[src/rtl/player_input.sv]
// rtl/player_input.sv - two-button synchronizer, debounce and press one-shot with tie arbitration and freeze gate
module player_input #(
    parameter int DEBOUNCE_CYCLES = 4,
    parameter int ACTIVE_LOW      = 1
) (
    input  logic clk,
    input  logic Reset,
    input  logic rawLeft,
    input  logic rawRight,
    input  logic freeze,
    output logic leftButton,
    output logic rightButton,
    output logic tie
);

    localparam int CW = $clog2(DEBOUNCE_CYCLES + 1);
    localparam logic [CW-1:0] CNT_MAX = CW'(DEBOUNCE_CYCLES - 1);

    // Channel index 0 = left, 1 = right; 1 = pressed after polarity normalisation.
    logic [1:0]    p;
    logic [1:0]    s1;
    logic [1:0]    s2;
    logic [1:0]    deb;
    logic [1:0]    ev;
    logic [CW-1:0] cnt [2];

    assign p = (ACTIVE_LOW != 0) ? ~{rawRight, rawLeft} : {rawRight, rawLeft};

    always_comb begin
        ev = 2'b00;
        for (int i = 0; i < 2; i++) begin
            ev[i] = ~deb[i] & s2[i] & (cnt[i] == CNT_MAX);
        end
    end

    // Reset treats both buttons as pressed so a button held through reset cannot pulse.
    always_ff @(posedge clk) begin
        if (Reset) begin
            s1  <= 2'b11;
            s2  <= 2'b11;
            deb <= 2'b11;
            for (int i = 0; i < 2; i++) begin
                cnt[i] <= '0;
            end
        end else begin
            s1 <= p;
            s2 <= s1;
            for (int i = 0; i < 2; i++) begin
                if (s2[i] == deb[i]) begin
                    cnt[i] <= '0;
                end else if (cnt[i] == CNT_MAX) begin
                    deb[i] <= s2[i];
                    cnt[i] <= '0;
                end else begin
                    cnt[i] <= cnt[i] + CW'(1);
                end
            end
        end
    end

    always_ff @(posedge clk) begin
        if (Reset) begin
            leftButton  <= 1'b0;
            rightButton <= 1'b0;
            tie         <= 1'b0;
        end else begin
            tie         <= ev[0] & ev[1] & ~freeze;
            leftButton  <= ev[0] & ~ev[1] & ~freeze;
            rightButton <= ev[1] & ~ev[0] & ~freeze;
        end
    end

endmodule
[config.mk]
export PLATFORM = sky130hd
export DESIGN_NAME = player_input
export DESIGN_NICKNAME = d
export VERILOG_FILES = /design/src/rtl/player_input.sv
export SDC_FILE = /design/constraint.sdc
export NUM_CORES = 1
export LEC_CHECK = 0
export ABC_AREA = 1
export CORE_AREA = 5 5 42 44
export DETAILED_ROUTE_END_ITERATION = 8
export DIE_AREA = 0 0 47 49
export GPL_ROUTABILITY_DRIVEN = 0
export GPL_TIMING_DRIVEN = 0
export PLACE_DENSITY = 0.68
export SETUP_SLACK_MARGIN = 0.05
export SYNTH_ARGS = -nofsm -noshare
export SYNTH_HDL_FRONTEND = slang
export SYNTH_SLANG_ARGS = --single-unit
[constraint.sdc]
create_clock -name clk -period 3.2 [get_ports clk]
set_input_delay 0.64 -clock clk [delete_from_list [all_inputs] [get_ports clk]]
set_output_delay 0.64 -clock clk [all_outputs]
set_load 0.02 [all_outputs]
# Word-level counts from Yosys, hierarchy flattened
# Memories as Yosys holds them, arrays and structs flattened.
# Cells that the tools add are included.
[op_classes]
addsub = 2
n_eq_ne = 4
muxes = 30
bitwise = 24
reduce_logical = 2
[op_table]
columns = ["operator", "n"]
rows = [
  ["$mux W1", 24],
  ["$mux W3", 6],
  ["$and A1 B1 Y1", 10],
  ["$not A1 Y1", 7],
  ["$add A3 B1 Y3 const B", 2],
  ["$eq A3 B2 Y1 const B", 2],
  ["$or A1 B1 Y1", 6],
  ["$reduce_and A2 Y1", 2],
  ["$eq A1 B1 Y1", 2],
  ["$not A2 Y2", 1],
]
[totals]
regBits = 9
mem_bits_rw = 6
output_inout_bits = 3
wordCells = 70
n_memories = 1
[mem_list]
columns = ["memory", "words", "word_bits", "rd", "rd_ports_with_merged_regs", "wr", "line_no", "rtl"]
rows = [
  ["cnt", 2, 3, 2, 0, 2, "25", "logic [CW-1:0] cnt [2];"],
]

# Logic depth before layout (Yosys ltp)
# Gate-level depths: netlist (run 1).
[logic_depth]
ltp_word = 7
ltp_mapped = 6
mapped_depth_nobuf = 6

# Worst setup path after synthesis (run 1)
# OpenSTA, ideal clock, no wires.
[synth_path]
path_type = "reg2reg"
startpoint = "memory cnt[0][0] (netlist name)"
endpoint = "memory cnt[0][0] (netlist name) (data pin)"
setup_ns = 0.138
t_arrival_ns = 1.032
setup_slack_ns = 2.030
path_stages_with_launch = 6
n_path_buf = 0
cell_sequence = "edfxtp_1 > ha_1 > ha_1 > nor2_1 > nand2_1 > nor2_1"
[synth_lines]
columns = ["element", "line_no"]
rows = [
  ["start: declaration", "25"],
]

# Worst setup path in the final report (run 1)
[layout_path]
startpoint = "register rightButton"
endpoint = "output rightButton"
[layout_lines]
columns = ["element", "line_no", "rtl"]
rows = [
  ["start: declaration", "12", "output logic rightButton,"],
  ["start signal: assignment", "69", "rightButton <= ev[1] & ~ev[0] & ~freeze;"],
]
# No word-level cell between the ends.

==> qor.txt, run 1 <==
Final worst path period share = 0.571
Antenna violations before repair = 0
Gr usage total = 0.0933
Reg-to-reg slack, setup = 1890 ps
Synth Instances = 63
Data arrival time at the worst-slack endpoint = 1190 ps
Maximum resistive drop on vdd = 0.000276 V
Bufs on Longest Clock Path = 2
Effective utilization at floorplan = 0.436
Crit path cell chain = clkdlybuf4s50_1
Area added between synthesis and finish = 22.1%
Total Wirelength = 812 um
Setup slack after placement = 1480 ps
Worst reg-to-reg path cell count = 5
Final worst setup slack = 1370 ps
Core Area = 1400 um^2
DIE WIDTH = 47 um
Required @ worst endpoint = 2560 ps
Status = finished, final reports clean
Post-route setup TNS = 0 ps
Vias post-DR = 411
Total setup violations reported at the end of the flow = 0
Post-DR vias/cell = 4.33
Final net count = 91
End-of-flow core utilization = 0.532
Clock input transition at the sequential cells of the worst setup and hold paths = 90 ps
Number of placement rows = 14
DRC violations left = 0
Power density over cell area = 446 nW/um^2
Sequential-to-total area share from yosys stat = 0.590
Worst path max stage delay = 590 ps
Capture point of the worst path = rightButton
Top-area cell type share of the netlist area = 0.295
Half-perimeter wire length after detailed placement = 617 um
Largest cells by area after synthesis = sky130_fd_sc_hd__dfxtp_1 (30%), sky130_fd_sc_hd__edfxtp_1 (30%), sky130_fd_sc_hd__ha_1 (12%)
Cell class contributing the biggest share of worst-path delay = buffers and inverters
Maximum achievable frequency = 0.548 GHz
CTS buffer count = 3
TritonCTS Sinks = 15
Cell taking the most area after synthesis = sky130_fd_sc_hd__dfxtp_1
Synth Cell Area = 611 um^2
Leakage dissipation = 0.000376 uW
IO Pins = 8
End of the worst register-to-register path = cnt[0][0]
Worst setup path startpoint = rightButton
Final hold violation count = 0
Maximum number of pins on one net before global-route repair = 9
CP max FO = 1
Total congestion overflow = 0
Die height = 49 um
Layout cells sized above 1 = 0.114
Per-cell routed wire length = 8.55 um
Drt first pass iters = 5
Setup Crit Path Kind = reg2out
Critical Path Source Type = register
Library cell contributing the largest single delay on the critical path = sky130_fd_sc_hd__clkdlybuf4s50_1
Tmin final = 1830 ps
Starting DRC count in detailed routing = 5
Number of stages on the worst setup path = 1
Unrepaired setup endpoints after global routing = no
CTS tree = yes
Path category of the worst min-delay check = reg2reg
Max capacitance violation total = 0
Unique cell type count in the Yosys netlist = 12
Clock root buffer = sky130_fd_sc_hd__clkbuf_4
Number of storage elements in the synthesis netlist = 15
Count of synthesis-stage warnings from yosys = 0
Global-route wire length before repair = 1480 um
Number of input and output port buffers inserted = 7
Crit path capture type = output port
Buf/Inv on CP = 1
Worst-case hold slack = 411 ps
Resize count post-CTS = 0
Post-Syn Area per Cell = 9.69 um^2
Start of the worst register-to-register path = cnt[0][0]
Total die area = 2300 um^2
Clock skew = 0.494 ps
Via count of the first global-routing pass = 394
Clk Latency, worst-skew pair = 280 ps
Antenna diode count = 0
Number of H-tree levels = 1
Count of hold buffers inserted by post-cts repair = 0
Fin. max-slew vios = 0
Setup Buffers After CTS = 0
Final antenna-violating net count = 0
[worst min path at each step]
stage	start	end	slack [ps]	depth (start not counted)
floorplan	s1[0]	s2[0]	380	1
global placement	s1[1]	s2[1]	390	1
detailed placement	s1[0]	s2[0]	390	1
CTS	s1[0]	s2[0]	410	1
global route	s1[1]	s2[1]	440	1
finish	s1[0]	s2[0]	410	1
[Yosys cell counts (all sizes together)]
cell,instances
nand3,4
nand2,12
conb,1
inv,11
ha,6
or2,2
dfxtp,9
edfxtp,6
nor2,12
[placed cells by master (no fill, tap or decap)]
cell / synthesis / routed
sky130_fd_sc_hd__inv_2: 3 / 3
sky130_fd_sc_hd__or2_1: 2 / 2
sky130_fd_sc_hd__edfxtp_1: 6 / 6
sky130_fd_sc_hd__clkbuf_1: 0 / 1
sky130_fd_sc_hd__nor2_1: 11 / 11
sky130_fd_sc_hd__conb_1: 1 / 6
sky130_fd_sc_hd__nand2_2: 2 / 2
sky130_fd_sc_hd__nand3_1: 4 / 4
sky130_fd_sc_hd__dfxtp_1: 9 / 9
sky130_fd_sc_hd__ha_1: 6 / 6
sky130_fd_sc_hd__nand2_1: 10 / 10
sky130_fd_sc_hd__clkdlybuf4s50_1: 0 / 7
sky130_fd_sc_hd__inv_1: 8 / 8
sky130_fd_sc_hd__clkbuf_4: 0 / 3
sky130_fd_sc_hd__nor2_2: 1 / 1
[per-stage QoR]
stage	area, um^2	total power, uW	instances
global route	746	355	95
finish	746	332	95
detailed placement	719	230	91
CTS	746	340	95
global placement	719	229	91
floorplan	629	222	68
[sequential cells by signal, summed over array words and instances (netlist names)]
name and count:
deb 2, rightButton 1, cnt 6, tie 1, leftButton 1, s2 2
s1 2
[cell type report]
cell class	count	area (um^2)
fill	141	656
multi-input combinational	42	228
clock buffer	4	26.3
sequential	15	360
timing repair buffer	7	70.1
tap	16	20.0
inverter	11	41.3
[per-layer routing]
layer	global-route usage	wire length, um
met3	0.0443	70
met4	0.0829	14
met1	0.109	373
met5	0	0
met2	0.120	353
[where the power goes]
group          leakage, uW  switching (uW)  internal, uW
Clock            0.0000150            58.4          48.3
Sequential        0.000135            2.02           204
Combinational     0.000226            10.0          9.00
Total             0.000376            70.5           262
[kinds of logic (layout without fill, tap and decap cells)]
logic type,after synthesis,after routing,share of synthesized area
simple gates,30,30,0.213
flops,15,15,0.590
buf+inv,11,22,0.0676
fa+ha+maj,6,6,0.123
other cells,1,6,0.00614
(Power assumes the default switching activity.)
==> run 2, diff against run 1 <==
--- a/config.mk
+++ b/config.mk
@@ -6,12 +6,12 @@
 export NUM_CORES = 1
 export LEC_CHECK = 0
 export ABC_AREA = 1
-export CORE_AREA = 5 5 42 44
+export CORE_MARGIN = 5
+export CORE_UTILIZATION = 45
 export DETAILED_ROUTE_END_ITERATION = 8
-export DIE_AREA = 0 0 47 49
 export GPL_ROUTABILITY_DRIVEN = 0
 export GPL_TIMING_DRIVEN = 0
-export PLACE_DENSITY = 0.68
+export PLACE_DENSITY = 0.7
 export SETUP_SLACK_MARGIN = 0.05
 export SYNTH_ARGS = -nofsm -noshare
 export SYNTH_HDL_FRONTEND = slang
==> constraint.sdc (replaced) <==
create_clock -name clk -period 1.63 [get_ports clk]
set_input_delay 0.326 -clock clk [delete_from_list [all_inputs] [get_ports clk]]
set_output_delay 0.326 -clock clk [all_outputs]
set_load 0.02 [all_outputs]
==> run 2 against run 1 <==
  * Clock skew is 4.3 ps higher
  * Non-clock buffer count stayed put
  * Clock power is 96% higher
  * Power is 97% higher
  * Combinational power is 98% higher
  * Worst setup slack worse by 1300 ps
  * Count of clock-buffer cells in the layout is 1 lower
==> qor.txt, run 2 (synthesis gave the netlist of run 1 again) <==
CTS tree = yes (unchanged)
Die height = 46.8 um (was 49 um)
Gr usage total = 0.0926 (was 0.0933)
Most frequent cells in the layout = sky130_fd_sc_hd__nor2_1 (11), sky130_fd_sc_hd__nand2_1 (10), sky130_fd_sc_hd__dfxtp_1 (9) (unchanged)
Fillers = 122 (was 141)
Maximum number of pins on one net before global-route repair = 10 (was 9)
DRC violations left = 0 (unchanged)
Total chip power = 654 uW (was 332 uW)
Worst reg-to-reg path cell count = 5 (unchanged)
Leakage dissipation = 0.000379 uW (was 0.000376 uW)
Most common cell after layout, fill and taps aside = sky130_fd_sc_hd__nor2_1 (unchanged)
Final worst path period share = 0.929
Largest reg by FF count = cnt (unchanged)
Total die area = 2190 um^2 (was 2300 um^2)
Reg-to-reg slack, setup = 340 ps (was 1890 ps)
Final net count = 91 (unchanged)
DIE WIDTH = 46.8 um (was 47 um)
Total Wirelength = 795 um (was 812 um)
Power density over cell area = 876 nW/um^2 (was 446 nW/um^2)
Power share of the sequential group = 0.620 (was 0.621)
Largest register FFs = 6 (unchanged)
Number of instances on the worst hold path = 1 (unchanged)
Clock skew = 4.75 ps (was 0.494 ps)
Critical Path Source Type = register (unchanged)
Post-route setup TNS = 0 ps (unchanged)
Tmin final = 1510 ps
Switching fraction of total power = 0.219 (was 0.212)
Clock root buffer = sky130_fd_sc_hd__clkbuf_4 (unchanged)
End of the worst register-to-register path = cnt[1][0] (was cnt[0][0])
Per-cell routed wire length = 8.46 um (was 8.55 um)
Required @ worst endpoint = 1300 ps (was 2560 ps)
Cell class contributing the biggest share of worst-path delay = buffers and inverters (unchanged)
Layout cells sized above 1 = 0.127 (was 0.114)
Post-Place Cells = 90 (was 91)
Number of input and output port buffers inserted = 7 (unchanged)
Antenna diode count = 0 (unchanged)
Crit path capture type = output port (unchanged)
Starting DRC count in detailed routing = 6 (was 5)
Total setup violations reported at the end of the flow = 0 (unchanged)
Number of H-tree levels = 1 (unchanged)
Half-perimeter wire length after detailed placement = 604 um (was 617 um)
Library cell contributing the largest single delay on the critical path = sky130_fd_sc_hd__clkdlybuf4s50_1 (unchanged)
CP max FO = 1 (unchanged)
Post-DR vias/cell = 4.28 (was 4.33)
Effective utilization at floorplan = 0.475 (was 0.436)
Multi-input logic area = 228 um^2 (unchanged)
Power Internal = 510 uW (was 262 uW)
Area added between synthesis and finish = 22.1% (unchanged)
Vias post-DR = 402 (was 411)
Status = finished, final reports clean (unchanged)
IO Pins = 8 (unchanged)
Crit path cell chain = clkdlybuf4s50_1 (unchanged)
Path category of the worst min-delay check = reg2reg (unchanged)
Total congestion overflow = 0 (unchanged)
Fin. max-slew vios = 0 (unchanged)
Resize count post-CTS = 0 (unchanged)
Antenna violations before repair = 0 (unchanged)
Final non-filler cell total = 94 (was 95)
Power share of the clock group = 0.322 (was 0.321)
Clock input transition at the sequential cells of the worst setup and hold paths = 90 ps (about the same)
Drt first pass iters = 4 (was 5)
Count of hold buffers inserted by post-cts repair = 0 (unchanged)
TritonCTS Sinks = 15 (unchanged)
Start of the worst register-to-register path = cnt[1][0] (was cnt[0][0])
Max capacitance violation total = 0 (unchanged)
Maximum achievable frequency = 0.661 GHz
Final antenna-violating net count = 0 (unchanged)
Combinational fraction of design power = 0.058 (was 0.057)
Net switching power of the design = 143 uW (was 70.5 uW)
Clk Latency, worst-skew pair = 280 ps (about the same)
Unrepaired setup endpoints after global routing = no (unchanged)
CTS buffer count = 3 (unchanged)
Footprint of the flip-flops and latches = 360 um^2 (unchanged)
Number of stages on the worst setup path = 1 (unchanged)
Capture point of the worst path = tie (was rightButton)
Bufs on Longest Clock Path = 2 (unchanged)
Buf/Inv on CP = 1 (unchanged)
Via count of the first global-routing pass = 382 (was 394)
Maximum resistive drop on vdd = 0.000418 V (was 0.000276 V)
Core Area = 1280 um^2 (was 1400 um^2)
Number of placement rows = 13 (was 14)
Setup Crit Path Kind = reg2out (unchanged)
End-of-flow core utilization = 0.580 (was 0.532)
Final hold violation count = 0 (unchanged)
Data arrival time at the worst-slack endpoint = 1190 ps (about the same)
Global-route wire length before repair = 1410 um (was 1480 um)
Worst setup path startpoint = tie (was rightButton)
Worst path max stage delay = 590 ps (about the same)
Setup Buffers After CTS = 0 (unchanged)
run 2: layout make-up:
class / instances / area share
well taps: 15 / 0.0252
repair buffers: 7 / 0.0940
flip-flops and latches: 15 / 0.483
multi-input cells: 42 / 0.305
clock buffers: 3 / 0.0302
inverters: 11 / 0.0554
clock inverters: 1 / 0.00671
run 2: how the worst min path moves through the flow:
stage	from	endpoint	slack (ps)
global placement	s1[1]	s2[1]	390
finish	s1[0]	s2[0]	410
CTS	s1[0]	s2[0]	410
global route	s1[1]	s2[1]	420
floorplan	s1[0]	s2[0]	380
detailed placement	s1[0]	s2[0]	390
run 2: routing by layer:
metal	part of all wire	vias to the layer above	global-route usage
met5	0	-	0
met4	0.016	0	0.0663
met2	0.43	10	0.154
met1	0.46	171	0.102
li1	-	219	-
met3	0.096	2	0.0230
run 2: metrics by stage:
| stage | hold WS (ps) | worst slack, ps | area, um^2 |
|---|---|---|---|
| after CTS | 413 | 93.5 | 746 |
| after floorplan | 383 | 460 | 629 |
| after global routing | 418 | 63.3 | 746 |
| final | 410 | 116 | 746 |
| after global placement | 387 | 220 | 718 |
| after detailed placement | 389 | 226 | 718 |
run 2: power by group through the flow:
stage	clock [uW]	sequential [uW]	combinational, uW
6_report	210	405	37.6
5_1_grt	238	407	45.6
4_1_cts	219	406	37.8
3_5_place_dp	0	414	37.1
3_3_place_gp	0	414	35.9
2_1_floorplan	0	413	22.2
